$ cat config.mk
export PLATFORM = sky130hd
export DESIGN_NAME = shift_register_hs_flat
export DESIGN_NICKNAME = d
export VERILOG_FILES = /design/src/rtl/shift_pkg.sv /design/src/rtl/shift_register_hs_if.sv /design/src/rtl/shift_step.sv /design/src/rtl/shift_register_hs.sv /design/src/flat_wrapper.sv
export SDC_FILE = /design/constraint.sdc
export NUM_CORES = 1
export LEC_CHECK = 0
export ABC_AREA = 0
export ABC_CLOCK_PERIOD_IN_PS = 4300
export BUFFER_PORTS_ARGS = -buffer_cell sky130_fd_sc_hd__clkbuf_2
export CORE_MARGIN = 2
export CORE_UTILIZATION = 30
export DETAILED_ROUTE_END_ITERATION = 12
export PLACE_DENSITY = 0.51
export SYNTH_ARGS = -nofsm -noshare
export SYNTH_HDL_FRONTEND = slang
export SYNTH_SLANG_ARGS = --single-unit
$ cat constraint.sdc
create_clock -name clk -period 4.3 [get_ports clk]
set_input_delay 0.215 -clock clk [delete_from_list [all_inputs] [get_ports clk]]
set_output_delay 0.215 -clock clk [all_outputs]
set_load 0.02 [all_outputs]
$ cat src/rtl/shift_pkg.sv
// ============================================================================
// Module      : shift_pkg
// Description : Op codes, FSM states and helpers shared by the shift register.
// Revision    : 1.0
// ============================================================================
`default_nettype none

package shift_pkg;

  localparam logic [2:0] OP_NOP  = 3'b000;
  localparam logic [2:0] OP_LOAD = 3'b001;
  localparam logic [2:0] OP_SRL  = 3'b010;
  localparam logic [2:0] OP_SRA  = 3'b011;
  localparam logic [2:0] OP_SLL  = 3'b100;
  localparam logic [2:0] OP_ROR  = 3'b101;
  localparam logic [2:0] OP_ROL  = 3'b110;

  typedef enum logic [1:0] {
    S_IDLE = 2'd0,
    S_BUSY = 2'd1,
    S_DONE = 2'd2
  } state_t;

  function automatic logic isShiftOp(input logic [2:0] op);
    return (op >= OP_SRL) && (op <= OP_ROL);
  endfunction

endpackage

`default_nettype wire

$ cat src/rtl/shift_register_hs_if.sv
// ============================================================================
// Module      : shift_register_hs_if
// Description : Four-phase req/fin handshake bundle for the shift register.
// Revision    : 1.0
// ============================================================================
`default_nettype none

interface shift_register_hs_if #(
  parameter int Width = 32
);
  localparam int AmtWidth = $clog2(Width);

  logic                req;
  logic [2:0]          op;
  logic [AmtWidth-1:0] amt;
  logic [Width-1:0]    in;
  logic                fin;
  logic                busy;
  logic                carry;
  logic [Width-1:0]    out;

  modport master (output req, op, amt, in, input fin, busy, carry, out);
  modport slave  (input req, op, amt, in, output fin, busy, carry, out);
endinterface

`default_nettype wire

$ cat src/rtl/shift_step.sv
// ============================================================================
// Module      : shift_step
// Description : Combinational one-bit shift/rotate step with the bit moved out.
// Revision    : 1.0
// ============================================================================
`default_nettype none

module shift_step
  import shift_pkg::*;
#(
  parameter int Width = 32
) (
  input  logic [2:0]       op,
  input  logic [Width-1:0] value,
  output logic [Width-1:0] nextValue,
  output logic             bitOut
);

  always_comb begin
    nextValue = value;
    bitOut    = 1'b0;
    case (op)
      OP_SRL: begin nextValue = {1'b0, value[Width-1:1]};         bitOut = value[0];       end
      OP_SRA: begin nextValue = {value[Width-1], value[Width-1:1]}; bitOut = value[0];     end
      OP_SLL: begin nextValue = {value[Width-2:0], 1'b0};         bitOut = value[Width-1]; end
      OP_ROR: begin nextValue = {value[0], value[Width-1:1]};     bitOut = value[0];       end
      OP_ROL: begin nextValue = {value[Width-2:0], value[Width-1]}; bitOut = value[Width-1]; end
      default: ;
    endcase
  end

endmodule

`default_nettype wire

$ cat src/rtl/shift_register_hs.sv
// ============================================================================
// Module      : shift_register_hs
// Description : Handshaked load/shift/rotate register; iterative by default,
//               single-cycle barrel path when SHIFT_REGISTER_HS_BARREL_EN is set.
// Revision    : 1.0
// ============================================================================
`default_nettype none

module shift_register_hs
  import shift_pkg::*;
#(
  parameter  int Width    = 32,
  localparam int AmtWidth = $clog2(Width)
) (
  input  logic                clk,
  input  logic                rst_n,
  shift_register_hs_if.slave  bus
);

  state_t           r_state, w_nextState;
  logic [Width-1:0] r_out, w_nextOut;
  logic             r_carry, w_nextCarry;
  logic             r_fin;
  logic [Width-1:0] w_stepOut;
  logic             w_stepBit;

`ifdef SHIFT_REGISTER_HS_BARREL_EN
  logic [Width-1:0] w_stageVal [Width];
  logic             w_stageBit [Width];

  // Stage i holds the register shifted by i; stage 0 keeps carry so amt=0 leaves it alone.
  for (genvar i = 0; i < Width; i++) begin : g_chain
    logic [Width-1:0] w_val;
    logic             w_bit;
    if (i == 0) begin : g_first
      assign w_val = r_out;
      assign w_bit = r_carry;
    end else begin : g_next
      shift_step #(.Width(Width)) u_step (
        .op       (bus.op),
        .value    (g_chain[i-1].w_val),
        .nextValue(w_val),
        .bitOut   (w_bit)
      );
    end
    assign w_stageVal[i] = w_val;
    assign w_stageBit[i] = w_bit;
  end

  assign w_stepOut = w_stageVal[bus.amt];
  assign w_stepBit = w_stageBit[bus.amt];
  assign bus.busy  = 1'b0;
`else
  logic [2:0]          r_op, w_nextOp;
  logic [AmtWidth-1:0] r_count, w_nextCount;
  logic                r_busy;

  shift_step #(.Width(Width)) u_step (
    .op       (r_op),
    .value    (r_out),
    .nextValue(w_stepOut),
    .bitOut   (w_stepBit)
  );

  assign bus.busy = r_busy;
`endif

  always_comb begin
    w_nextState = r_state;
    w_nextOut   = r_out;
    w_nextCarry = r_carry;
`ifndef SHIFT_REGISTER_HS_BARREL_EN
    w_nextOp    = r_op;
    w_nextCount = r_count;
`endif
    case (r_state)
      S_IDLE: begin
        if (bus.req) begin
          w_nextState = S_DONE;
          if (bus.op == OP_LOAD) begin
            w_nextOut   = bus.in;
            w_nextCarry = 1'b0;
          end
`ifdef SHIFT_REGISTER_HS_BARREL_EN
          else if (isShiftOp(bus.op)) begin
            w_nextOut   = w_stepOut;
            w_nextCarry = w_stepBit;
          end
`else
          else if (isShiftOp(bus.op) && (bus.amt != '0)) begin
            w_nextOp    = bus.op;
            w_nextCount = bus.amt;
            w_nextState = S_BUSY;
          end
`endif
        end
      end
`ifndef SHIFT_REGISTER_HS_BARREL_EN
      S_BUSY: begin
        w_nextOut   = w_stepOut;
        w_nextCarry = w_stepBit;
        w_nextCount = r_count - AmtWidth'(1);
        if (r_count == AmtWidth'(1)) w_nextState = S_DONE;
      end
`endif
      S_DONE: begin
        if (!bus.req) w_nextState = S_IDLE;
      end
      default: w_nextState = S_IDLE;
    endcase
  end

  always_ff @(posedge clk or negedge rst_n) begin
    if (!rst_n) begin
      r_state <= S_IDLE;
      r_out   <= '0;
      r_carry <= 1'b0;
      r_fin   <= 1'b0;
    end else begin
      r_state <= w_nextState;
      r_out   <= w_nextOut;
      r_carry <= w_nextCarry;
      r_fin   <= (w_nextState == S_DONE);
    end
  end

`ifndef SHIFT_REGISTER_HS_BARREL_EN
  always_ff @(posedge clk or negedge rst_n) begin
    if (!rst_n) begin
      r_op    <= OP_NOP;
      r_count <= '0;
      r_busy  <= 1'b0;
    end else begin
      r_op    <= w_nextOp;
      r_count <= w_nextCount;
      r_busy  <= (w_nextState == S_BUSY);
    end
  end
`endif

  assign bus.fin   = r_fin;
  assign bus.carry = r_carry;
  assign bus.out   = r_out;

endmodule

`default_nettype wire

$ cat src/flat_wrapper.sv
// flat-port wrapper written by rule: the top's interface ports become plain ports
module shift_register_hs_flat import shift_pkg::*;
#(
  parameter  int Width    = 32,
  localparam int AmtWidth = $clog2(Width)
)
  (clk, rst_n, bus_req, bus_op, bus_amt, bus_in, bus_fin, bus_busy, bus_carry, bus_out);
  shift_register_hs_if #(.Width(Width)) bus_i ();
  input  logic clk;
  input  logic rst_n;
  input wire logic [$bits(bus_i.req)-1:0] bus_req;
  input wire logic [$bits(bus_i.op)-1:0] bus_op;
  input wire logic [$bits(bus_i.amt)-1:0] bus_amt;
  input wire logic [$bits(bus_i.in)-1:0] bus_in;
  output wire logic [$bits(bus_i.fin)-1:0] bus_fin;
  output wire logic [$bits(bus_i.busy)-1:0] bus_busy;
  output wire logic [$bits(bus_i.carry)-1:0] bus_carry;
  output wire logic [$bits(bus_i.out)-1:0] bus_out;
  assign bus_i.req = bus_req;
  assign bus_i.op = bus_op;
  assign bus_i.amt = bus_amt;
  assign bus_i.in = bus_in;
  assign bus_fin = bus_i.fin;
  assign bus_busy = bus_i.busy;
  assign bus_carry = bus_i.carry;
  assign bus_out = bus_i.out;
  shift_register_hs #(.Width(Width)) u_core (.clk(clk), .rst_n(rst_n), .bus(bus_i));
endmodule
==> impl.org <==
** Drt
- The first routing iteration left 88 violations.
- The detailed router placed 2144 vias in this run.
- Wire length after detailed routing :: 6405 um
- In this run the remaining antenna-violating nets after routing total 0.
- 1st-pass router iterations :: 4
- In the routed design, unresolved DRC markers number 0.
- Routed length per instance :: 14.83 um
- Using the TritonRoute via totals, the vias-per-cell ratio works out to 4.963.

** Global route
- Global route overflow :: 0
- In the global route stage, overall resource usage came out at 13.35%.
- Number of global-route vias before repair :: 2160
- The first global-routing pass estimated 10560 um of wire.
- Antenna violations before repair :: 0
- Largest net degree at the start of global routing :: 67

** Min path
- The path class of the tightest hold or removal check is in -> async.

** Floorplanning
- 78 I/O pins were placed.
- Effective utilization at floorplan :: 30.45%
- The initialized floorplan defines 34 standard-cell rows.
- The floorplan step set the die width to 97.39 um.
- Core Region :: 0.008593 mm2
- The floorplan step set the die height to 97.39 um.
- The floorplan step defined a die boundary enclosing 0.009484 mm2.

** Yosys
- Post-synth EDFFs :: 0
- Cell area after technology mapping :: 0.002616 mm2
- Average footprint of a synthesized cell :: 10.22 um2
- Share of synthesized registers carrying an async set or reset :: 100.0%
- After synthesis, the netlist uses 37 different library cells.
- By area the synthesized netlist is led by sky130_fd_sc_hd__dfrtp_1, sky130_fd_sc_hd__mux2_2, sky130_fd_sc_hd__mux2i_1.
- The synthesized design contains 45 register bits.
- Cell with the most instances after synthesis :: sky130_fd_sc_hd__dfrtp_1
- Synthesized Nets :: 301
- In the synthesized netlist, the number of instances is 256.
- During synthesis, Yosys emitted a total of 0 warnings.
- The biggest area contributor in the post-synthesis netlist is sky130_fd_sc_hd__dfrtp_1.
- Share of the synthesized area in the top cell type :: 43.04%
- Post-synth top cells :: sky130_fd_sc_hd__dfrtp_1, sky130_fd_sc_hd__o21ai_0, sky130_fd_sc_hd__nand2_1, sky130_fd_sc_hd__mux2_2, sky130_fd_sc_hd__mux2i_1
- Sequential-to-total area share from yosys stat :: 43.04%
- In the synthesized netlist the dominant register cell turns out to be sky130_fd_sc_hd__dfrtp_1.

** STA
- Setup total negative slack :: 0 ns
- The number of failing hold endpoints at the final stage was 13.
- Final cycle utilization of the critical path :: 54.24%
- Hold timing on the final database bottoms out at a slack of -0.01297 ns.
- # setup viols final :: 0
- Worst clock skew :: 0.006014 ns
- Timing would allow up to 428.8 MHz.
- Final-report max-slew violation count :: 0
- The clock period could shrink to 2.332 ns.
- Max-slew headroom at the worst pin :: 20.06%
- Slew @ Worst Pin :: 1.197 ns
- Setup repair after global routing left no endpoint under its margin.

** Power
- Relative contribution of the clock network to total power :: 12.2%
- Worst VDD drop :: 0.0002428 V
- Of the total power, combinational logic draws 54.9%.
- In this run the power spent charging and discharging nets is 1225 uW.
- Registers are responsible for 32.8% of the overall power.
- Net switching is 44.72% of the power.
- Cell internal pwr :: 1514 uW
- Lkg Pwr :: 0.001459 uW
- In this run the power density over the cells is 856.3 mW/mm2.

** Clock tree
- The clock reaches the later pin of the worst-skew pair after 0.30 ns.
- Count of H-tree levels built during CTS :: 2
- Clock tree synthesis inserted a total of 5 buffers.
- Clock Sink Count :: 45
- Number of buffers on the longest clock path :: 2
- TritonCTS built the clock tree.
- The tree is rooted in a sky130_fd_sc_hd__clkbuf_8.
- The number of gates resized after CTS was 0.
- Count of buffers added by post-CTS timing repair for setup :: 0
- The number of hold buffers added after CTS was 0.
- After clock tree synthesis, the clock-pin slew on the worst setup and hold paths is 0.09 ns.

** Flow run
- Across the run, the number of max-cap violations was 0.

** Cells and area
- Fill cells in the final layout number 904.
- Fraction of final layout cells sized beyond drive strength 1 :: 38.27%
- Area added between synthesis and finish :: 22.24%
- The repair_antennas step left the layout with diodes totalling 0.
- Total area of multi-input combinational cells :: 0.001418 mm2
- Design Area, Final :: 0.003198 mm2
- Net count of the finished layout :: 368
- Register area :: 0.001126 mm2
- Share of the core filled with cells in the final layout :: 37.22%

** Place
- Half-perimeter wire length of the detailed placement result :: 4380 um
- Weighted congestion at the end of routability-driven global placement :: 0.8132
- Placement Cell Area :: 0.003083 mm2
- Number of port buffers :: 77

** Critical path
- Depth of the most critical reg-to-reg path :: 3
- Worst-path maximum fanout :: 31
- The critical path in this run is classified as reg -> reg.
- STA puts the critical path data required time at 4.50 ns.
- Type of origin of the critical path :: flop
- Kind of end point of the critical path :: flop
- At the worst endpoint, the arrival time is 2.53 ns.

** Status
- Failing checks :: hold timing
- The run finished, with violations left.
[cells in the final DEF, fill, tap and decap left out, types with 2 or more instances in the layout]
| master | netlist | final |
|---|---|---|
| sky130_fd_sc_hd__dfrtp_1 | 45 | 45 |
| sky130_fd_sc_hd__mux2_2 | 31 | 31 |
| sky130_fd_sc_hd__mux2i_1 | 31 | 31 |
| sky130_fd_sc_hd__o211ai_1 | 3 | 3 |
| sky130_fd_sc_hd__or3_1 | 3 | 3 |
| sky130_fd_sc_hd__a31oi_1 | 3 | 3 |
| sky130_fd_sc_hd__o31ai_1 | 2 | 2 |
| sky130_fd_sc_hd__o21ai_0 | 40 | 40 |
| sky130_fd_sc_hd__nor2b_1 | 4 | 3 |
| sky130_fd_sc_hd__clkbuf_8 | 0 | 5 |
| sky130_fd_sc_hd__ha_1 | 2 | 2 |
| sky130_fd_sc_hd__nor2_1 | 3 | 3 |
| sky130_fd_sc_hd__inv_1 | 3 | 3 |
| sky130_fd_sc_hd__mux2_1 | 3 | 3 |
| sky130_fd_sc_hd__clkbuf_2 | 0 | 77 |
| sky130_fd_sc_hd__nand2_1 | 35 | 35 |
| sky130_fd_sc_hd__o211a_1 | 2 | 2 |
| sky130_fd_sc_hd__a21oi_1 | 6 | 5 |
| sky130_fd_sc_hd__nor3_1 | 2 | 2 |
| sky130_fd_sc_hd__a21o_1 | 2 | 2 |
| sky130_fd_sc_hd__nand3_1 | 2 | 2 |
[critical path, stage by stage (launching register included)]
cell and delay [ns]:
sky130_fd_sc_hd__dfrtp_1 0.59, sky130_fd_sc_hd__nor2b_1 0.75, sky130_fd_sc_hd__a21oi_4 0.46, sky130_fd_sc_hd__mux2_2 0.40
[sequential cells by signal, summed over array words and instances (netlist names)]
register          count
u_core.bus.out       32
u_core.r_count        5
u_core.r_op           3
u_core.r_state        2
u_core.bus.busy       1
u_core.bus.carry      1
u_core.bus.fin        1
[logic make-up after synthesis]
| group | synth area share (%) |
|---|---|
| fa+ha+maj | 0.9563 |
| buf+inv | 3.587 |
| compound gates | 15.02 |
| flops | 43.04 |
| simple gates | 10.33 |
| mux | 27.07 |
[area by class of cell]
cell class / instances / area share, %
multi-input cells: 190 / 44.33
flip-flops and latches: 45 / 35.21
repair buffers: 78 / 12.28
well taps: 108 / 4.225
clock buffers: 5 / 2.152
clock inverters: 3 / 1.448
inverters: 3 / 0.3521
[layer usage]
| layer | track usage (%) | share of wire, % | vias to the layer above |
|---|---|---|---|
| li1 | - | - | 1059 |
| met1 | 18.62 | 50 | 1025 |
| met2 | 20.69 | 44 | 57 |
| met3 | 3.669 | 5.8 | 3 |
| met4 | 3.098 | 0.48 | 0 |
| met5 | 0 | 0 | - |
[path summary, 6_finish.rpt]
| check | slack, ns | startpoint | end |
|---|---|---|---|
| setup / recovery | 1.97 | u_core.r_state[0]$_DFF_PN0_ | u_core.bus.out[0]$_DFFE_PN0P_ |
| hold / removal | -0.01 | rst_n | u_core.bus.out[25]$_DFFE_PN0P_ |
| setup reg to reg | 1.97 | u_core.r_state[0]$_DFF_PN0_ | u_core.bus.out[0]$_DFFE_PN0P_ |
| hold reg to reg | 0.55 | u_core.bus.carry$_DFFE_PN0P_ | u_core.bus.carry$_DFFE_PN0P_ |
| max in group asynchronous | 3.91 | rst_n | u_core.bus.out[23]$_DFFE_PN0P_ |
| min in group clk | 0.16 | bus_op[0] | u_core.r_op[0]$_DFFE_PN0P_ |
[metrics by stage]
stage	power, uW	setup WS (ns)	instances
after CTS	2767	2.017	432
after floorplan	2005	2.649	256
final	2739	1.968	432
after global routing	2960	1.755	432
after global placement	2402	2.044	424
after detailed placement	2427	2.021	424
[power by group through the flow]
stage	clock network (uW)	registers, uW	logic, uW
finish	335	899	1500
floorplan	0	1020	986
global placement	0	905	1500
global route	365	945	1650
detailed placement	0	910	1520
CTS	347	902	1520
(Power assumes the default switching activity.)
